$ cat src/rtl/mem_master_if.sv
// Bus bundle between the memory initiator and its neighbours: the CPU
// sequencer (op_* request side, status outputs) and the byte-wide
// ram_memory responder (mem_* side).
//   master : view taken by mem_master
//   slave  : view taken by the CPU + responder (or a testbench)
interface mem_master_if;
   logic        op_valid;
   logic [2:0]  op;
   logic [11:0] op_addr;
   logic [7:0]  op_wdata;
   logic        op_ready;
   logic        done;
   logic [15:0] rd_data;
   logic        err;
   logic [7:0]  sp;
   logic        mem_memreq;
   logic        mem_we;
   logic [11:0] mem_addr;
   logic [7:0]  mem_wdata;
   logic [7:0]  mem_rdata;

   modport master (
      input  op_valid, op, op_addr, op_wdata, mem_rdata,
      output op_ready, done, rd_data, err, sp,
             mem_memreq, mem_we, mem_addr, mem_wdata
   );

   modport slave (
      output op_valid, op, op_addr, op_wdata, mem_rdata,
      input  op_ready, done, rd_data, err, sp,
             mem_memreq, mem_we, mem_addr, mem_wdata
   );
endinterface

$ cat src/rtl/mem_master.sv
// Memory-bus initiator. Takes one READ/WRITE/PUSH/POP/READ16 at a time from
// the CPU, drives the responder request lines (all registered), captures the
// read data that arrives one cycle after each read request, and owns the
// descending hardware stack pointer (stack lives in page STACK_PAGE).
// Ports:
//   clk     : system clock, all state changes on the rising edge
//   reset   : synchronous, active-high
//   io_bus  : mem_master_if.master (CPU op/status + responder mem_* lines)
//
// state | meaning
// ------+---------------------------------------------------------------
// IDLE  | op_ready=1, waiting for op_valid
// ACC0  | first request on the bus (write commits or read is registered)
// ACC1  | first read byte on mem_rdata; READ16 issues its second request
// CAP1  | READ16 low byte on mem_rdata
// DONE  | done pulse (err with it if flagged), then back to IDLE
module mem_master #(
   parameter logic [3:0] STACK_PAGE = 4'hF,
   parameter logic [7:0] SP_RESET   = 8'hFF
) (
   input  logic         clk,
   input  logic         reset,
   mem_master_if.master io_bus
);

   typedef enum logic [2:0] {
      S_IDLE,
      S_ACC0,
      S_ACC1,
      S_CAP1,
      S_DONE
   } state_t;

   localparam logic [2:0] OP_READ   = 3'd0;
   localparam logic [2:0] OP_WRITE  = 3'd1;
   localparam logic [2:0] OP_PUSH   = 3'd2;
   localparam logic [2:0] OP_POP    = 3'd3;
   localparam logic [2:0] OP_READ16 = 3'd4;

   state_t      r_state;
   logic [2:0]  r_op;
   logic        r_err_pend;
   logic [7:0]  r_hi;
   logic        r_op_ready;
   logic        r_done;
   logic        r_err;
   logic [15:0] r_rd_data;
   logic [7:0]  r_sp;
   logic        r_mem_memreq;
   logic        r_mem_we;
   logic [11:0] r_mem_addr;
   logic [7:0]  r_mem_wdata;

   logic [7:0]  w_sp_inc;
   logic [7:0]  w_sp_dec;

   assign w_sp_inc = r_sp + 8'd1;
   assign w_sp_dec = r_sp - 8'd1;

   always_ff @(posedge clk) begin
      if (reset) begin
         r_state      <= S_IDLE;
         r_op         <= OP_READ;
         r_err_pend   <= 1'b0;
         r_hi         <= 8'h00;
         r_op_ready   <= 1'b1;
         r_done       <= 1'b0;
         r_err        <= 1'b0;
         r_rd_data    <= 16'h0000;
         r_sp         <= SP_RESET;
         r_mem_memreq <= 1'b0;
         r_mem_we     <= 1'b0;
         r_mem_addr   <= 12'h000;
         r_mem_wdata  <= 8'h00;
      end else begin
         r_done <= 1'b0;
         r_err  <= 1'b0;
         case (r_state)
            S_IDLE: begin
               if (io_bus.op_valid) begin
                  r_op       <= io_bus.op;
                  r_op_ready <= 1'b0;
                  r_err_pend <= 1'b0;
                  case (io_bus.op)
                     OP_READ, OP_READ16: begin
                        r_mem_memreq <= 1'b1;
                        r_mem_we     <= 1'b0;
                        r_mem_addr   <= io_bus.op_addr;
                        r_state      <= S_ACC0;
                     end
                     OP_WRITE: begin
                        r_mem_memreq <= 1'b1;
                        r_mem_we     <= 1'b1;
                        r_mem_addr   <= io_bus.op_addr;
                        r_mem_wdata  <= io_bus.op_wdata;
                        r_state      <= S_ACC0;
                     end
                     OP_PUSH: begin
                        // sp points at the next free slot: write there, then move down
                        r_mem_memreq <= 1'b1;
                        r_mem_we     <= 1'b1;
                        r_mem_addr   <= {STACK_PAGE, r_sp};
                        r_mem_wdata  <= io_bus.op_wdata;
                        r_sp         <= w_sp_dec;
                        r_err_pend   <= (r_sp == 8'h00);
                        r_state      <= S_ACC0;
                     end
                     OP_POP: begin
                        r_mem_memreq <= 1'b1;
                        r_mem_we     <= 1'b0;
                        r_mem_addr   <= {STACK_PAGE, w_sp_inc};
                        r_sp         <= w_sp_inc;
                        r_err_pend   <= (r_sp == 8'hFF);
                        r_state      <= S_ACC0;
                     end
                     default: begin
                        // illegal op: no bus activity, report straight away
                        r_done  <= 1'b1;
                        r_err   <= 1'b1;
                        r_state <= S_DONE;
                     end
                  endcase
               end
            end
            S_ACC0: begin
               r_mem_memreq <= 1'b0;
               r_mem_we     <= 1'b0;
               if (r_op == OP_WRITE || r_op == OP_PUSH) begin
                  r_done  <= 1'b1;
                  r_err   <= r_err_pend;
                  r_state <= S_DONE;
               end else begin
                  if (r_op == OP_READ16) begin
                     // second byte request; 12-bit add wraps 0xFFF to 0x000
                     r_mem_memreq <= 1'b1;
                     r_mem_addr   <= r_mem_addr + 12'd1;
                  end
                  r_state <= S_ACC1;
               end
            end
            S_ACC1: begin
               r_mem_memreq <= 1'b0;
               r_mem_we     <= 1'b0;
               if (r_op == OP_READ16) begin
                  r_hi    <= io_bus.mem_rdata;
                  r_state <= S_CAP1;
               end else begin
                  r_rd_data <= {8'h00, io_bus.mem_rdata};
                  r_done    <= 1'b1;
                  r_err     <= r_err_pend;
                  r_state   <= S_DONE;
               end
            end
            S_CAP1: begin
               r_rd_data <= {r_hi, io_bus.mem_rdata};
               r_done    <= 1'b1;
               r_err     <= r_err_pend;
               r_state   <= S_DONE;
            end
            S_DONE: begin
               r_op_ready <= 1'b1;
               r_state    <= S_IDLE;
            end
            default: begin
               r_op_ready   <= 1'b1;
               r_mem_memreq <= 1'b0;
               r_mem_we     <= 1'b0;
               r_state      <= S_IDLE;
            end
         endcase
      end
   end

   assign io_bus.op_ready   = r_op_ready;
   assign io_bus.done       = r_done;
   assign io_bus.err        = r_err;
   assign io_bus.rd_data    = r_rd_data;
   assign io_bus.sp         = r_sp;
   assign io_bus.mem_memreq = r_mem_memreq;
   assign io_bus.mem_we     = r_mem_we;
   assign io_bus.mem_addr   = r_mem_addr;
   assign io_bus.mem_wdata  = r_mem_wdata;

endmodule

$ cat src/flat_wrapper.sv
// flat-port wrapper written by rule: the top's interface ports become plain ports
module mem_master_flat 
#(
   parameter logic [3:0] STACK_PAGE = 4'hF,
   parameter logic [7:0] SP_RESET   = 8'hFF
)
  (clk, reset, io_bus_op_valid, io_bus_op, io_bus_op_addr, io_bus_op_wdata, io_bus_mem_rdata, io_bus_op_ready, io_bus_done, io_bus_rd_data, io_bus_err, io_bus_sp, io_bus_mem_memreq, io_bus_mem_we, io_bus_mem_addr, io_bus_mem_wdata);
  mem_master_if io_bus_i ();
  input  logic clk;
  input  logic reset;
  input wire logic [$bits(io_bus_i.op_valid)-1:0] io_bus_op_valid;
  input wire logic [$bits(io_bus_i.op)-1:0] io_bus_op;
  input wire logic [$bits(io_bus_i.op_addr)-1:0] io_bus_op_addr;
  input wire logic [$bits(io_bus_i.op_wdata)-1:0] io_bus_op_wdata;
  input wire logic [$bits(io_bus_i.mem_rdata)-1:0] io_bus_mem_rdata;
  output wire logic [$bits(io_bus_i.op_ready)-1:0] io_bus_op_ready;
  output wire logic [$bits(io_bus_i.done)-1:0] io_bus_done;
  output wire logic [$bits(io_bus_i.rd_data)-1:0] io_bus_rd_data;
  output wire logic [$bits(io_bus_i.err)-1:0] io_bus_err;
  output wire logic [$bits(io_bus_i.sp)-1:0] io_bus_sp;
  output wire logic [$bits(io_bus_i.mem_memreq)-1:0] io_bus_mem_memreq;
  output wire logic [$bits(io_bus_i.mem_we)-1:0] io_bus_mem_we;
  output wire logic [$bits(io_bus_i.mem_addr)-1:0] io_bus_mem_addr;
  output wire logic [$bits(io_bus_i.mem_wdata)-1:0] io_bus_mem_wdata;
  assign io_bus_i.op_valid = io_bus_op_valid;
  assign io_bus_i.op = io_bus_op;
  assign io_bus_i.op_addr = io_bus_op_addr;
  assign io_bus_i.op_wdata = io_bus_op_wdata;
  assign io_bus_i.mem_rdata = io_bus_mem_rdata;
  assign io_bus_op_ready = io_bus_i.op_ready;
  assign io_bus_done = io_bus_i.done;
  assign io_bus_rd_data = io_bus_i.rd_data;
  assign io_bus_err = io_bus_i.err;
  assign io_bus_sp = io_bus_i.sp;
  assign io_bus_mem_memreq = io_bus_i.mem_memreq;
  assign io_bus_mem_we = io_bus_i.mem_we;
  assign io_bus_mem_addr = io_bus_i.mem_addr;
  assign io_bus_mem_wdata = io_bus_i.mem_wdata;
  mem_master #(.STACK_PAGE(STACK_PAGE), .SP_RESET(SP_RESET)) u_core (.clk(clk), .reset(reset), .io_bus(io_bus_i));
endmodule
$ cat config.mk
export PLATFORM = sky130hd
export DESIGN_NAME = mem_master_flat
export DESIGN_NICKNAME = d
export VERILOG_FILES = /design/src/rtl/mem_master_if.sv /design/src/rtl/mem_master.sv /design/src/flat_wrapper.sv
export SDC_FILE = /design/constraint.sdc
export NUM_CORES = 1
export LEC_CHECK = 0
export ABC_AREA = 1
export CORE_MARGIN = 10
export CORE_UTILIZATION = 45
export DETAILED_ROUTE_END_ITERATION = 6
export GPL_TIMING_DRIVEN = 0
export PLACE_DENSITY_LB_ADDON = 0.25
export SYNTH_ARGS = -nofsm -noshare
export SYNTH_HDL_FRONTEND = slang
export SYNTH_SLANG_ARGS = --single-unit
$ cat constraint.sdc
create_clock -name clk -period 3.25 [get_ports clk]
set_clock_uncertainty 0.05 [all_clocks]
set_input_delay 0.4875 -clock clk [delete_from_list [all_inputs] [get_ports clk]]
set_output_delay 0.4875 -clock clk [all_outputs]
set_load 0.05 [all_outputs]
==> results.toml <==
[die]
dieArea_mm2 = 0.0111
placementRows = 31
dieWidth_um = 105
core-area_mm2 = 0.00718
die_y_um = 105
initial_core_util = 0.458
io_pins = 83

[setup_path]
critPathLaunchType = "flip-flop"
worst_ep_arrival_time_ns = 1.70
cp.required_ns = 2.71
crit_path_max_incr_delay_ns = 0.86
crit_chain = "clkdlybuf4s50_1"
cp_slowest_cell = "clkdlybuf4s50_1"
cp_top_family = "buffers and inverters"
crit_buf_inv = 1
crit_path_end_kind = "output port"
path_class = "flip-flop to output port"
crit_fanout = 8

[drt]
routed_wl_um = 9920
drtIter0Drc = 171
drc = 0
antenna_left = 0
dr.pass1.iters = 5
vias = 3576
wl_per_cell_um = 14.3
via_per_inst = 5.16

[cells_and_area]
postLayoutCoreUtil = 0.622
synthToLayoutAreaGrowth_pct = 35.8
diodes = 0
nFillCells = 658
final_cell_mix = "nand2_1 (129), clkdlybuf4s50_1 (82), nor2_1 (81)"
layout_commonest_cell = "nand2_1"
drive_above_1_share = 0.0774
nNetsFinal = 627

[clock_network]
h-tree-depth = 3
cts_setup_buffers = 0
cts_tree = "done"
cts_buffers = 9
clock_path_buffers = 2
clk_transition_reported_paths_ns = 0.08
clk_latency_ns = 0.35
ctsResizeCount = 0
cts_sinks = 64
hold_buffers = 0
cts-root-buf = "clkbuf_8"

[grt]
antenna_found_initial = 0
grt_max_degree = 12
gr-total-overflow = 0
grt_pass1_vias = 3375
grt_usage = 0.174
grt_pass1_wl_um = 16200

[synth]
postSynthCellCount = 496
synth_nets = 534
ys_seq_area_frac = 0.390
yosys_warnings = 0
yosys-top-cells-area = "dfxtp_1 (39%), nand2_1 (15%), nor2_1 (9.2%)"
ys_types = 33
synth.ff_latch_count = 64
yosys.area.top_type = "dfxtp_1"
synth_area_per_cell_um2 = 6.63
synth.cell_area_mm2 = 0.00329
synth_top_area_share = 0.390

[timing]
drv_slew = 0
worst_hold_slack_ns = 0.408
tns_ns = 0
setup_viol = 0
worst_pin_slew_ns = 0.576
relSlewSlack = 0.616
setup_ws_ns = 1.01
post-route-period-util = 0.689
rsz0062_at_grt = "false"
hold_viol = 0
fmax_ghz = 0.447
period_needed_ns = 2.24

[placement]
io_buffers = 82
place_ws_ns = 0.960
dp_hpwl_um = 7290
globalplace.congestion = 0.853

[pwr]
power_density_mw_per_mm2 = 541
netSwitchingFraction = 0.354
seqPwrFrac = 0.375
combPwrFrac = 0.289
peakVddDrop_v = 0.000325
p_int_mw = 1.56
power.leakage_nw = 1.90
power.switching_uw = 855
finalPower_mw = 2.42
clockPowerShare = 0.336

[job]
cap_violations = 0

[min_path]
min-delay-path-class = "flip-flop to flip-flop"

[run_status]
outcome = "complete, no violations"
## area by class of cell
cell class | instances | area [um2] | area share
multi-input cells | 375 | 1770 | 0.395
flip-flops and latches | 64 | 1280 | 0.287
repair buffers | 82 | 821 | 0.184
clock buffers | 12 | 155 | 0.0348
inverters | 39 | 146 | 0.0328
well taps | 99 | 124 | 0.0277
plain buffers | 18 | 95.1 | 0.0213
clock inverters | 4 | 76.3 | 0.0171
## path summary, 6_finish.rpt
| path | cells after the start | to | slack [ns] | from |
|---|---|---|---|---|
| max | 1 | io_bus_sp[4] | 1.01 | u_core.io_bus.sp[4] |
| min | 2 | u_core.io_bus.rd_data[13] | 0.41 | u_core.io_bus.rd_data[13] |
| max reg2reg | 7 | u_core.io_bus.mem_addr[2] | 1.59 | u_core.r_state[2] |
| min reg2reg | 2 | u_core.io_bus.rd_data[13] | 0.41 | u_core.io_bus.rd_data[13] |
## state kept, by name (all words and copies together) (netlist names), 3 cells and up
register	flops
u_core.r_op	3
u_core.io_bus.mem_addr	12
u_core.io_bus.sp	8
u_core.io_bus.mem_wdata	8
u_core.io_bus.rd_data	16
u_core.r_hi	8
u_core.r_state	3
## power groups by stage
stage,Sequential (mW),Clock (mW),Combinational [mW]
2_1_floorplan,1.10,0,0.284
3_3_place_gp,0.920,0,0.685
3_5_place_dp,0.922,0,0.694
4_1_cts,0.905,0.817,0.697
5_1_grt,0.914,0.850,0.756
6_report,0.907,0.810,0.698
## through the flow
step           cells  instance area [um2]
2_1_floorplan    496                 3290
4_1_cts          693                 4460
5_1_grt          693                 4460
6_report         693                 4460
3_5_place_dp     677                 4230
3_3_place_gp     677                 4230
## metal layers
| metal | wire (um) | GRT usage | vias to the layer above |
|---|---|---|---|
| li1 | - | - | 1806 |
| met1 | 4170 | 0.202 | 1628 |
| met2 | 4850 | 0.293 | 124 |
| met3 | 692 | 0.0487 | 18 |
| met4 | 197 | 0.0755 | 0 |
| met5 | 0 | 0 | - |
## cell usage after synthesis
master	count
a21oi_1	43
a22oi_1	1
buf_2	7
buf_4	3
buf_6	1
clkbuf_1	7
clkinv_1	1
dfxtp_1	64
ha_1	4
inv_1	33
inv_2	5
nand2_1	129
nand2_2	3
nand2_4	1
nand3_1	31
nand3_2	2
nand3b_1	3
nand4_1	11
nand4_4	1
nor2_1	81
nor2_2	2
nor2_4	4
nor3_1	4
nor3_4	1
o211ai_1	2
o21ai_0	38
o21ai_1	7
o21bai_1	1
o22ai_1	1
o31ai_1	2
or2_2	1
xnor2_1	1
xor2_1	1
## logic make-up after synthesis
family                   count (synthesis)  synth area share
XOR/XNOR                                 2           0.00533
flip-flops                              64             0.390
AND/OR/NAND/NOR                        274             0.367
buffers and inverters                   57            0.0734
adder cells (fa/ha/maj)                  4            0.0152
AO/OA/AOI/OAI                           95             0.150
Note: power is estimated with default switching activity, not from simulation.
